`src/rtl/bridge_pkg.sv`:
```
// -----------------------------------------------------------------------------
// bridge_pkg
// Shared definitions for the ASCII host bridge (bridge_tx / bridge_rx).
//   - ASCII framing constants used by both directions of the bridge.
//   - to_hex_ascii(): 4-bit nibble -> uppercase ASCII hex character.
//   - tx_state_t: message-serialiser state encoding for bridge_tx.
// -----------------------------------------------------------------------------
package bridge_pkg;

  localparam logic [7:0] ASCII_M  = 8'h4D;
  localparam logic [7:0] ASCII_R  = 8'h52;
  localparam logic [7:0] ASCII_W  = 8'h57;
  localparam logic [7:0] ASCII_CR = 8'h0D;
  localparam logic [7:0] ASCII_LF = 8'h0A;

  typedef enum logic [2:0] {
    IDLE,
    HEADER,
    NIBBLE,
    CR,
    LF
  } tx_state_t;

  // 0-9 -> '0'-'9' (0x30..0x39), A-F -> 'A'-'F' (0x41..0x46).
  // 0x37 + 10 = 0x41, so the letter range is a single offset add.
  function automatic logic [7:0] to_hex_ascii(input logic [3:0] nibble);
    if (nibble < 4'd10) return 8'h30 + {4'h0, nibble};
    else                return 8'h37 + {4'h0, nibble};
  endfunction

endpackage

```
`src/rtl/bridge_tx.sv`:
```
// -----------------------------------------------------------------------------
// bridge_tx
// Outbound half of the ASCII host bridge. A read response from the bus side
// is latched and serialised as 'M', DATA_WIDTH/4 uppercase hex nibbles
// (MSB first), CR, LF, one byte per valid_o/ready_i handshake.
// Write responses (rw_i = 1) are ignored. A read response that arrives while
// a message is in flight is discarded and flagged on drop_o for one cycle.
//
// Ports
//   clk      in   system clock
//   rst_n    in   asynchronous active-low reset
//   data_i   in   [DATA_WIDTH] read-response data
//   rw_i     in   0 = read response (transmit), 1 = write (ignore)
//   valid_i  in   response strobe
//   ready_o  out  high while idle (next read response will be accepted)
//   drop_o   out  one-cycle pulse: busy, read response discarded
//   data_o   out  [8] ASCII byte to the UART transmitter
//   valid_o  out  data_o valid
//   ready_i  in   UART transmitter accepts data_o when valid_o && ready_i
// -----------------------------------------------------------------------------
module bridge_tx
  import bridge_pkg::*;
#(
  parameter int DATA_WIDTH = 16  // must be a multiple of 4
) (
  input  logic                  clk,
  input  logic                  rst_n,
  input  logic [DATA_WIDTH-1:0] data_i,
  input  logic                  rw_i,
  input  logic                  valid_i,
  output logic                  ready_o,
  output logic                  drop_o,
  output logic [7:0]            data_o,
  output logic                  valid_o,
  input  logic                  ready_i
);

  localparam int N     = DATA_WIDTH / 4;
  localparam int IDX_W = (N > 1) ? $clog2(N) : 1;
  localparam logic [IDX_W-1:0] IDX_TOP = IDX_W'(N - 1);

  tx_state_t             state_q, state_d;
  logic [IDX_W-1:0]      idx_q, idx_d;
  logic [DATA_WIDTH-1:0] buf_q, buf_d;
  logic [7:0]            data_d;
  logic                  valid_d;
  logic                  drop_d;
  logic                  handshake;
  logic                  read_req;

  // Nibble i of the buffer, i = 0 is the least significant.
  function automatic logic [3:0] nibble_at(input logic [DATA_WIDTH-1:0] b,
                                           input logic [IDX_W-1:0]      i);
    return 4'(b >> {i, 2'b00});
  endfunction

  assign handshake = valid_o && ready_i;
  assign read_req  = valid_i && !rw_i;

  // Decoded from the state register only, so no input reaches it combinationally.
  assign ready_o = (state_q == IDLE);

  always_comb begin
    // NOTE: every variable gets its hold value first so no path leaves it
    // unassigned; otherwise synthesis infers a latch.
    state_d = state_q;
    idx_d   = idx_q;
    buf_d   = buf_q;
    data_d  = data_o;
    valid_d = valid_o;
    drop_d  = read_req && (state_q != IDLE);

    unique case (state_q)
      IDLE: begin
        if (read_req) begin
          buf_d   = data_i;
          state_d = HEADER;
          data_d  = ASCII_M;
          valid_d = 1'b1;
        end
      end
      HEADER: begin
        if (handshake) begin
          state_d = NIBBLE;
          idx_d   = IDX_TOP;
          data_d  = to_hex_ascii(nibble_at(buf_q, IDX_TOP));
        end
      end
      NIBBLE: begin
        if (handshake) begin
          if (idx_q == '0) begin
            state_d = CR;
            data_d  = ASCII_CR;
          end else begin
            idx_d  = idx_q - 1'b1;
            data_d = to_hex_ascii(nibble_at(buf_q, idx_q - 1'b1));
          end
        end
      end
      CR: begin
        if (handshake) begin
          state_d = LF;
          data_d  = ASCII_LF;
        end
      end
      LF: begin
        if (handshake) begin
          state_d = IDLE;
          data_d  = 8'h00;
          valid_d = 1'b0;
        end
      end
      default: begin
        state_d = IDLE;
        data_d  = 8'h00;
        valid_d = 1'b0;
      end
    endcase
  end

  // NOTE: sequential state uses non-blocking assignments so every register
  // samples the pre-edge values regardless of statement order.
  always_ff @(posedge clk or negedge rst_n) begin
    if (!rst_n) begin
      state_q <= IDLE;
      idx_q   <= '0;
      buf_q   <= '0;
      data_o  <= 8'h00;
      valid_o <= 1'b0;
      drop_o  <= 1'b0;
    end else begin
      state_q <= state_d;
      idx_q   <= idx_d;
      buf_q   <= buf_d;
      data_o  <= data_d;
      valid_o <= valid_d;
      drop_o  <= drop_d;
    end
  end

endmodule

```
`config.mk`:
```
export PLATFORM = sky130hd
export DESIGN_NAME = bridge_tx
export DESIGN_NICKNAME = d
export VERILOG_FILES = /design/src/rtl/bridge_pkg.sv /design/src/rtl/bridge_tx.sv
export SDC_FILE = /design/constraint.sdc
export NUM_CORES = 1
export LEC_CHECK = 0
export ABC_CLOCK_PERIOD_IN_PS = 2200
export CAP_MARGIN = 30
export CORE_UTILIZATION = 25
export CTS_BUF_LIST = sky130_fd_sc_hd__clkbuf_4
export CTS_CLUSTER_SIZE = 20
export DETAILED_ROUTE_END_ITERATION = 10
export GPL_TIMING_DRIVEN = 0
export PLACE_DENSITY = 0.47
export SYNTH_ARGS = -nofsm -noshare
export SYNTH_HDL_FRONTEND = slang
export SYNTH_SLANG_ARGS = --single-unit
```
`constraint.sdc`:
```
create_clock -name clk -period 2.2 [get_ports clk]
set_input_delay 0.66 -clock clk [delete_from_list [all_inputs] [get_ports clk]]
set_output_delay 0.66 -clock clk [all_outputs]
set_load 0.005 [all_outputs]
```
* Yosys cells after proc, flatten, opt, wreduce, memory -nomap -nowiden
Cells that the tools add are included.
Storage, ports and cells: register bits after elaboration 31, latch bits 0, RAM bits 0, memory bits (read-only) 0, input port bits 21, output and inout port bits 11, logic and storage cells 63, memories 0
Cells by class: add/subtract/negate cells 5, $mul 0, divide/modulo/power cells 0, magnitude comparators 2, equality and inequality tests 11, shift-type cells 1, mux-type cells 23, bitwise logic cells 1, reduce and logical (&&, ||, !) cells 14
Operators with widths (number):
- 8-bit two-way mux | 5
- 8-bit one-hot mux with 5 select lines | 1
- 6-bit by 4-bit adder with 7-bit output, first input constant | 4
- 7-bit two-way mux | 3
- 3-bit two-way mux | 6
- 16-bit by 4-bit >> shifter with 4-bit output | 1
- 3-bit one-hot mux with 5 select lines | 1
- 2-bit != test, second input constant | 6
- 4-bit < comparator, second input constant | 2
- 3-bit by 2-bit equality test with 1-bit output, second input constant | 2
- 2-bit two-way mux | 3
- 6-bit AND reduction | 1
- 5-bit AND reduction | 1
- 2-bit one-hot mux with 2 select lines | 1
- 4-bit AND reduction | 1
- 3-bit by 1-bit equality test with 1-bit output, second input constant | 1
- 3-bit equality test, second input constant | 1
- 1-bit logical AND | 3
- 3-bit logical NOT | 1
- 1-bit one-hot mux with 3 select lines | 1
- 3-bit AND reduction | 1
- 3-bit nonzero test | 1
- 3-bit OR reduction | 1
- 2-bit logical NOT | 1
- other kinds (7) | 8

* Longest topological paths before layout
Gate-level depths: netlist of the first run.
word-level depth 7, depth in mapped cells 10, mapped depth without buffers 9

* Least setup slack after synthesis of the first run
No wires, ideal clock.
path kind flip-flop to flip-flop, from register idx_q[0], to register data_o[6], library setup time 0.126 ns, arrival time 1.922 ns, required time 2.074 ns, setup slack 0.152 ns, stages on the path, launching flop included 10, buffers on the path 1, clock period less this slack 2.048 ns, cell sequence dfrtp_1 buf_6 inv_1 ha_1 mux4_2 inv_1 ha_1 nor2_1 o21a_1 a221o_1
Between the ends: word-level cells in the longest chain between the ends 7, elaborated cells on any way between the ends 10, those cells by class add/sub: 3; order compare: 1; shift: 1; mux: 4; reduce/logical: 1
RTL lines:
- start: declaration | line bridge_tx.sv:43 | logic [IDX_W-1:0] idx_q, idx_d;
- start signal: assignment | line bridge_tx.sv:133 | idx_q <= idx_d;
- 2-bit by 1-bit subtractor with 2-bit output | line bridge_tx.sv:96 | data_d = to_hex_ascii(nibble_at(buf_q, idx_q - 1'b1));
- 16-bit by 4-bit >> shifter with 4-bit output | line bridge_tx.sv:54 | return 4'(b >> {i, 2'b00});
- 6-bit by 4-bit adder with 7-bit output, or another cell as far along | line bridge_pkg.sv:28 | else return 8'h37 + {4'h0, nibble};
- 7-bit two-way mux | line bridge_pkg.sv:27 | if (nibble < 4'd10) return 8'h30 + {4'h0, nibble};
- 7-bit two-way mux (*) | line bridge_tx.sv:91 | if (idx_q == '0) begin
- 8-bit two-way mux (*) | line bridge_tx.sv:90 | if (handshake) begin
- 8-bit one-hot mux with 5 select lines (*) | line bridge_tx.sv:73 | unique case (state_q)
- end signal: assignment | line bridge_tx.sv:135 | data_o <= data_d;
- end: declaration | line bridge_tx.sv:33 | output logic [7:0] data_o,
Mark *: on every way between the ends. The rest lies on a longest branch, timed or not. The select of a mux whose other input is x is not followed. A chain may end at the register's enable or synchronous reset.

* Worst setup path in the final report of the first run
from input ready_i, to register data_o[5]
Between the ends: word-level cells in the longest chain between the ends 3, elaborated cells on any way between the ends 6, those cells by class eq/ne: 4; reduce/logical: 2
RTL lines:
- start: declaration | line bridge_tx.sv:35 | input logic ready_i
- 1-bit logical AND (*) | line bridge_tx.sv:57 | assign handshake = valid_o && ready_i;
- 2-bit != test (no line)
- 5-bit AND reduction (no line) (*)
Mark *: on every way between the ends. The rest lies on a longest branch, timed or not.

==> flow_metrics.py, run 1 <==
metrics = {
    "drt": {
        "drc": 0,
        "wl_um": 3652,
        "wl_met2_um": 1776,
        "num_vias": 1289,
        "drt-met1-wl_um": 1662,
        "routedWlPerCell_um": 13.83,
        "first_iter_violations": 171,
        "ant_nets": 0,
        "firstDrtPassIters": 4,
        "dr.max_layer_used": "met4",
        "wl_met3_um": 195,
        "via_per_inst": 4.883,
    },
    "hold_path": {
        "min_from": "data_o[0]",
        "hold_path_class": "flop to flop",
        "min_delay_path_depth": 2,
        "hold_end": "data_o[0]",
    },
    "worst_setup_path": {
        "crit-reg2reg-capture": "data_o[6]",
        "reg2reg_depth": 8,
        "cp-start-kind": "input port",
        "required_ps": 2410,
        "critPathKind": "input port to flop",
        "worstPathMaxFanout": 8,
        "reg2reg_from": "idx_q[0]",
        "r2r_setup_slack_ps": 140,
        "arrival_ps": 2280,
        "end_kind": "flop",
    },
    "floorplanning": {
        "start_util": 0.2645,
        "chipHeight_um": 81.85,
        "coreArea_mm2": 0.006026,
        "io_pins": 32,
        "dieArea_mm2": 0.006699,
        "rows": 28,
        "dieWidth_um": 81.85,
    },
    "cells_and_area": {
        "nFillCells": 635,
        "layout-drive-gt1-share": 0.2275,
        "nets": 212,
        "syn2layout_area_growth_pct": 33.83,
        "layoutNonFillerInstCount": 264,
        "antenna_cells": 0,
        "stdcell_area_mm2": 0.002133,
    },
    "place": {
        "dp_cells": 253,
        "gp_congestion": 0.8611,
        "placed_area_mm2": 0.002016,
        "dp_slack_ps": -300.5,
        "dp_hpwl_um": 2828,
        "port_buffers": 30,
    },
    "synthesis": {
        "synth_cell_type_count": 44,
        "synth_nets": 171,
        "ys_seq_elements": 30,
        "syn_avg_cell_area_um2": 10.84,
        "yosysWarnings": 0,
        "postSynthCellCount": 147,
        "synth-edff-count": 0,
        "async_flop_share": 1.000,
        "synth-main-ff-cell": "dfrtp_1",
        "synth_area_mm2": 0.001594,
        "synth-seq-area-share": 0.4710,
    },
    "clock_tree": {
        "clkTransAtPathRegs_ps": 100,
        "cts-root-buf": "clkbuf_4",
        "holdBufCountCts": 0,
        "max-clock-path-buffers": 2,
        "htreeDepth": 2,
        "numCtsBuffers": 5,
        "clk_latency_ps": 320,
        "clock_sink_count": 30,
        "cts_tree": "yes",
    },
    "pwr": {
        "total_power_w": 0.003192,
        "p_per_area_mw_per_mm2": 1496,
        "cellLeakagePower_nw": 0.9088,
        "vdd_drop_max_v": 0.0006231,
    },
    "sta": {
        "fin_crit_sh": 0.9422,
        "fin_skew_ps": 6.610,
        "setup_viol": 0,
        "fin_ws_ps": 127.2,
        "finalMaxSlewViolations": 0,
        "period_needed_ps": 2073,
        "max_freq_ghz": 0.4824,
        "tightest_slew_ps": 780.2,
        "hold_viol_final": 0,
        "max_slew_margin": 0.4782,
    },
    "status": {
        "status": "complete, no violations",
    },
    "global_routing": {
        "overflow": 0,
        "grt_pass1_wl_um": 6223,
        "antenna_found_initial": 0,
        "grt_max_degree": 17,
        "grt_pass1_vias": 1264,
        "grt_usage": 0.1245,
    },
    "job": {
        "cap_violations": 0,
    },
}
[worst max-delay path, stage by stage]
cell and delay, ps:
clkdlybuf4s50_1 510, nand2_4 90, maj3_2 300, and2_0 140
buf_2 170, a222oi_1 330, inv_1 70
[sequential cells by signal, indices dropped and copies added, names as in the netlist]
register	cells
drop_o	1
state_q	3
valid_o	1
buf_q	16
data_o	7
idx_q	2
[cells by family after synthesis]
family | after synthesis | share of synthesized area
simple gates | 35 | 0.1036
mux | 20 | 0.1719
xor+xnor | 3 | 0.01649
flops | 30 | 0.4710
buf+inv | 19 | 0.05416
other cells | 1 | 0.002353
compound gates | 35 | 0.1499
fa+ha+maj | 4 | 0.03061
[timing repair]
| action | CTS | global route |
|---|---|---|
| gates resized for setup | 3 | 8 |
| setup endpoints to repair | 4 | 6 |
| setup buffers | 1 | 2 |
| pin swaps | 0 | 3 |
| cloned | 0 | 0 |
[layout by cell type (no fill, tap or decap), drive strengths merged, types with 2 or more instances in the layout]
cell type and count:
dfrtp 30, clkdlybuf4s50 29, mux2 16, nand2 13
nor2 11, inv 10, buf 10, o21ai 9
clkbuf 9, a21oi 8, mux4 4, nor3 4
xnor2 3, ha 3, a32o 2, a221oi 2
o211ai 2, and2 2, clkinv 2
[per-stage QoR]
step / TNS, ps / hold slack (ps) / utilization
after detailed placement: -4051 / 461.3 / 0.3345
after global placement: -4996 / 453.9 / 0.3299
final: 0 / 473.7 / 0.3540
after global routing: -4.101 / 537.2 / 0.3540
after floorplan: 0 / 364.4 / -
after CTS: -5.155 / 484.2 / 0.3459
[worst max path at each step]
stage | slack, ps | cells past startpoint | from | to
after global routing | -4 | 7 | ready_i | data_o[5]
final | 130 | 7 | ready_i | data_o[5]
after floorplan | 150 | 9 | idx_q[0] | data_o[6]
after global placement | -310 | 7 | ready_i | data_o[5]
after detailed placement | -300 | 7 | ready_i | data_o[5]
after CTS | -5 | 9 | idx_q[0] | data_o[4]
[synth_stat cells, drive strengths merged, types with 3 or more instances]
master  number  area, µm²
dfrtp       30      750.7
mux2        16      180.2
nand2       13      48.80
nor2        11      41.29
inv         10      37.54
o21ai        9      48.80
a21oi        8      40.04
buf          6      36.29
mux4         4      93.84
nor3         4      25.02
clkbuf       3      12.51
ha           3      37.54
xnor2        3      26.28
[where the power goes]
group,switching [W],total [W],internal [W],leakage (nW)
combinational,0.000941,0.00189,0.000952,0.514
clock,0.000188,0.000320,0.000132,0.0331
sequential,0.000166,0.000979,0.000813,0.361
[cell type report]
type | instances | area [µm²] | area share
buffer | 9 | 50.05 | 0.02346
clock buffer | 6 | 45.04 | 0.02111
clock inverter | 2 | 8.758 | 0.004106
inverter | 10 | 37.54 | 0.01760
multi-input combinational | 98 | 798.3 | 0.3742
sequential | 30 | 750.7 | 0.3519
tap | 75 | 93.84 | 0.04399
timing repair buffer | 34 | 349.1 | 0.1636
[routing by layer]
metal / up-vias / GRT usage
met5: - / 0
li1: 620 / -
met2: 33 / 0.2008
met4: 0 / 0.02632
met3: 4 / 0.03556
met1: 632 / 0.1646
Power figures use the tool's default switching activity.
==> run 2: changes to the inputs <==
GPL_TIMING_DRIVEN = default   (was 0)
==> run 2 against run 1 <==
Against the previous run: via count decreased by 0.47%; critical path depth is 1 higher; clock skew grew 3.7 ps; sequential cell count stayed put; largest cell class unchanged; largest power group unchanged.
==> flow_metrics.py, run 2 (same netlist as run 1, synthesis figures left out) <==
metrics = {
    "status": {
        "status": "complete, no violations",
    },
    "cells_and_area": {
        "utilization": 0.3536,
        "largest_register": "buf_q",
        "nFillCells": 625,
        "layout_common_cells": "29 x dfrtp_1, 29 x clkdlybuf4s50_1, 16 x mux2_2",
        "regArea_um2": 752.0,
        "layoutNonFillerInstCount": 266,
        "multiInputGateArea_um2": 778.2,
        "nets": 214,
        "antenna_cells": 0,
        "reg_top3": "buf_q x16, data_o x7, state_q x3",
        "layout-drive-gt1-share": 0.2513,
        "syn2layout_area_growth_pct": 33.67,
        "largest_reg_flops": 16,
    },
    "sta": {
        "period_needed_ps": 2036,
        "hold_ws_ps": 471.6,
        "rsz0062_at_grt": "false",
        "fin_skew_ps": 10.35,
        "fin_ws_ps": 164.2,
        "fin_crit_sh": 0.9254,
        "finalMaxSlewViolations": 0,
        "max_freq_ghz": 0.4912,
        "hold_viol_final": 0,
        "setup_viol": 0,
    },
    "clock_tree": {
        "cts_tree": "yes",
        "max-clock-path-buffers": 2,
        "clkTransAtPathRegs_ps": 100,
        "clk_latency_ps": 330,
        "cts-root-buf": "clkbuf_4",
        "htreeDepth": 2,
        "clock_sink_count": 30,
        "numCtsBuffers": 5,
    },
    "floorplanning": {
        "dieWidth_um": 81.85,
        "start_util": 0.2645,
        "chipHeight_um": 81.85,
        "dieArea_mm2": 0.006699,
        "rows": 28,
        "io_pins": 32,
        "coreArea_mm2": 0.006026,
    },
    "global_routing": {
        "antenna_found_initial": 0,
        "grt_usage": 0.1229,
        "overflow": 0,
        "grt_pass1_vias": 1330,
        "grt_max_degree": 31,
        "grt_pass1_wl_um": 6223,
    },
    "worst_setup_path": {
        "arrival_ps": 2260,
        "required_ps": 2430,
        "critPathKind": "flop to flop",
        "worstPathMaxFanout": 5,
        "slowest_delay_ps": 380,
        "crit_slowest_cell": "ha_2",
        "worstPathCellList": "inv_1 > ha_2 > mux4_2 > inv_1 > ha_1 > nor2_1 > o21a_1 > a221o_1",
        "critPathMostFrequentCell": "inv_1",
        "reg2reg_depth": 8,
        "end_kind": "flop",
        "cp-start-kind": "flop",
    },
    "pwr": {
        "clkPwrFrac": 0.102,
        "p_sw_frac": 0.4013,
        "pwr-share-comb": 0.583,
        "p_per_area_mw_per_mm2": 1498,
        "internal_power_w": 0.001911,
        "vdd_drop_max_v": 0.0005980,
        "netSwitchingPower_w": 0.001281,
        "cellLeakagePower_nw": 0.9243,
        "seq_power_share": 0.315,
    },
    "drt": {
        "first_iter_violations": 131,
        "wl_um": 3571,
        "drc": 0,
        "num_vias": 1283,
        "via_per_inst": 4.823,
        "firstDrtPassIters": 4,
        "routedWlPerCell_um": 13.42,
        "ant_nets": 0,
    },
    "hold_path": {
        "min_delay_path_depth": 2,
        "hold_path_class": "flop to flop",
    },
    "job": {
        "cap_violations": 0,
    },
    "place": {
        "dp_hpwl_um": 2731,
        "dp_cells": 255,
        "gp_congestion": 0.8360,
        "dp_slack_ps": -99.66,
        "port_buffers": 30,
    },
}
## run 2: power by group through the flow
stage	Clock, W	Sequential (W)	Combinational [W]
floorplan	0	0.000942	0.00124
global placement	0	0.00101	0.00175
detailed placement	0	0.00101	0.00179
CTS	0.000341	0.00101	0.00181
global route	0.000362	0.00104	0.00210
finish	0.000326	0.00100	0.00186
## run 2: area by class of cell
| class | count | share of cell area |
|---|---|---|
| clock buffers | 6 | 0.02114 |
| repair buffers | 45 | 0.1950 |
| well taps | 75 | 0.04404 |
| inverters | 10 | 0.01762 |
| clock inverters | 2 | 0.004110 |
| flip-flops and latches | 30 | 0.3529 |
| multi-input cells | 98 | 0.3652 |
## run 2: path summary, 6_finish.rpt
check                      startpoint          to  slack (ps)
max reg2reg                  idx_q[0]   data_o[6]         160
min                         data_o[0]   data_o[0]         470
max in group asynchronous       rst_n  state_q[2]        1190
min reg2reg                 data_o[0]   data_o[0]         470
max                          idx_q[0]   data_o[6]         160
min in group asynchronous       rst_n  state_q[1]         710
## run 2: what timing repair did
item | 4_1_cts | 5_1_grt
hold buffers | 0 | 0
gates resized for setup | 2 | 4
buffers inserted | 1 | 2
setup endpoints to repair | 1 | 4
pin swaps | 0 | 1
## run 2: metal layers
layer  share of wire  wire, µm  global-route usage
met3           0.042       150             0.03444
met5               0         0                   0
met4           0.011        40             0.04211
met2            0.47      1670              0.1942
met1            0.48      1709              0.1601
## run 2: critical path: cells and delay by family, from the launching register on
kind / cells / cell delay, ps
and+or+nand+nor: 1 / 50
adders and majority gates: 2 / 550
buffers and inverters: 2 / 170
muxes: 1 / 340
DFF: 1 / 360
AOI/OAI and AO/OA: 2 / 470
## run 2: metrics by stage
stage          cell area [µm²]  setup TNS [ps]  total power [W]
6_report                  2131               0         0.003192
4_1_cts                   2098               0         0.003157
2_1_floorplan             1594               0         0.002182
3_5_place_dp              2029          -246.1         0.002800
3_3_place_gp              2029          -177.3         0.002760
5_1_grt                   2131               0         0.003499
==> run 3: changes to the inputs <==
CORE_UTILIZATION = 53   (was 25)
PLACE_DENSITY = 0.84   (was 0.47)
==> run 3 against run 2 <==
Against the previous run: the flow now finishes with violations (DRC); setup slack worse by 81 ps; power is 1.6% higher; clock skew is 3.4 ps lower; highest routed layer unchanged; sequential cell count stayed put.
==> flow_metrics.py, run 3 (same netlist as run 1, synthesis figures left out) <==
metrics = {
    "sta": {
        "fin_skew_ps": 6.932,
        "fin_crit_sh": 0.9621,
        "setup_tns_ps": 0,
        "period_needed_ps": 2117,
        "hold_viol_final": 0,
        "max_freq_ghz": 0.4725,
        "setup_viol": 0,
        "finalMaxSlewViolations": 0,
    },
    "drt": {
        "first_iter_violations": 50,
        "via_per_inst": 5.784,
        "num_vias": 1284,
        "wl_um": 3277,
        "drc": 7,
        "routedWlPerCell_um": 14.76,
        "firstDrtPassIters": 7,
        "ant_nets": 0,
    },
    "clock_tree": {
        "max-clock-path-buffers": 2,
        "clk_latency_ps": 330,
        "holdBufCountCts": 0,
        "htreeDepth": 2,
        "cts-root-buf": "clkbuf_4",
        "clkTransAtPathRegs_ps": 100,
        "numCtsBuffers": 5,
        "cts_tree": "yes",
        "clock_sink_count": 30,
    },
    "global_routing": {
        "grt_use_met3": 0.06912,
        "top_usage_layer": "met2",
        "met2_usage": 0.4354,
        "grt_usage": 0.2420,
        "overflow": 0,
        "grt_pass1_wl_um": 5747,
        "antenna_found_initial": 0,
        "grt_max_degree": 31,
        "grt_pass1_vias": 1300,
        "use_met1": 0.2729,
    },
    "job": {
        "cap_violations": 0,
    },
    "worst_setup_path": {
        "worstPathMaxFanout": 2,
        "cp-start-kind": "flop",
        "crit_slowest_cell": "clkdlybuf4s50_1",
        "reg2reg_from": "idx_q[0]",
        "arrival_ps": 1460,
        "r2r_setup_slack_ps": 130,
        "crit-reg2reg-capture": "data_o[6]",
        "required_ps": 1540,
        "worstPathCellList": "nor3_2 > clkdlybuf4s50_1",
        "critPathKind": "flop to output pin",
        "end_kind": "output pin",
        "slowest_delay_ps": 520,
        "reg2reg_depth": 8,
    },
    "cells_and_area": {
        "antenna_cells": 0,
        "nets": 214,
        "layout_common_cells": "30 x clkdlybuf4s50_1, 29 x dfrtp_1, 16 x mux2_2",
        "mostFrequentLayoutCell": "clkdlybuf4s50_1",
        "stdcell_area_mm2": 0.002081,
        "syn2layout_area_growth_pct": 30.53,
        "layout-drive-gt1-share": 0.2461,
        "reg_top3": "buf_q x16, data_o x7, state_q x3",
        "largest_register": "buf_q",
        "largest_reg_flops": 16,
    },
    "floorplanning": {
        "start_util": 0.5682,
        "dieArea_mm2": 0.003231,
        "coreArea_mm2": 0.002805,
        "chipHeight_um": 56.84,
        "rows": 19,
        "io_pins": 32,
        "dieWidth_um": 56.84,
    },
    "hold_path": {
        "hold_end": "data_o[0]",
        "hold_path_class": "flop to flop",
        "min_delay_path_depth": 2,
        "min_from": "data_o[0]",
    },
    "place": {
        "port_buffers": 30,
        "gp_congestion": 0.8904,
        "dp_hpwl_um": 2574,
        "placed_area_mm2": 0.001982,
    },
    "pwr": {
        "vdd_drop_max_v": 0.0009093,
        "p_per_area_mw_per_mm2": 1559,
        "cellLeakagePower_nw": 0.9243,
    },
    "status": {
        "status": "finished with violations",
        "violations": "DRC",
    },
}
[run 3: layout make-up]
| type | count | area, µm² |
|---|---|---|
| inverters | 10 | 37.54 |
| fillers | 203 | 724.4 |
| clock buffers | 5 | 37.54 |
| clock inverters | 3 | 40.04 |
| repair buffers | 45 | 412.9 |
| multi-input cells | 98 | 762.0 |
| well taps | 31 | 38.79 |
| flip-flops and latches | 30 | 752.0 |
[run 3: report_power, final]
part	internal (W)	switching (W)	total [W]
clock	0.000235	0.000195	0.000431
sequential	0.000814	0.000189	0.00100
combinational	0.000943	0.000867	0.00181
total	0.00199	0.00125	0.00324
[run 3: worst max-delay path by stage]
stage,start,end,slack (ps),cells after the start
floorplan,idx_q[0],data_o[6],150,9
global placement,ready_i,data_o[5],-70,6
detailed placement,ready_i,data_o[5],-160,6
CTS,state_q[2],ready_o,50,2
global route,idx_q[1],data_o[2],-20,9
finish,state_q[0],ready_o,80,2
[run 3: routing by layer]
layer | part of all wire | vias up
li1 | - | 614
met1 | 0.41 | 616
met2 | 0.54 | 52
met3 | 0.052 | 2
met4 | 0.0021 | 0
met5 | 0 | -
[run 3: repair_timing]
action,in CTS,in global routing
cloned,0,0
setup endpoints to repair,1,2
hold endpoints to repair,0,0
resized for setup,0,2
pin swaps,1,1
setup buffers,1,1
[run 3: critical path: cells and delay by family, from the launching register on]
family	cells	cell delay (ps)
flip-flops	1	410
buffers and inverters	1	520
AND/OR/NAND/NOR	1	200
[run 3: through the flow]
step	worst slack [ps]	power (W)	util	hold WS, ps	std cells
2_1_floorplan	152.3	0.002182	-	364.4	147
3_3_place_gp	-69.98	0.002676	0.7065	455.8	212
3_5_place_dp	-155.6	0.002765	0.7065	461.4	212
4_1_cts	54.14	0.003220	0.7368	482.7	221
5_1_grt	-19.55	0.003509	0.7417	500.6	222
6_report	83.38	0.003244	0.7417	476.8	222
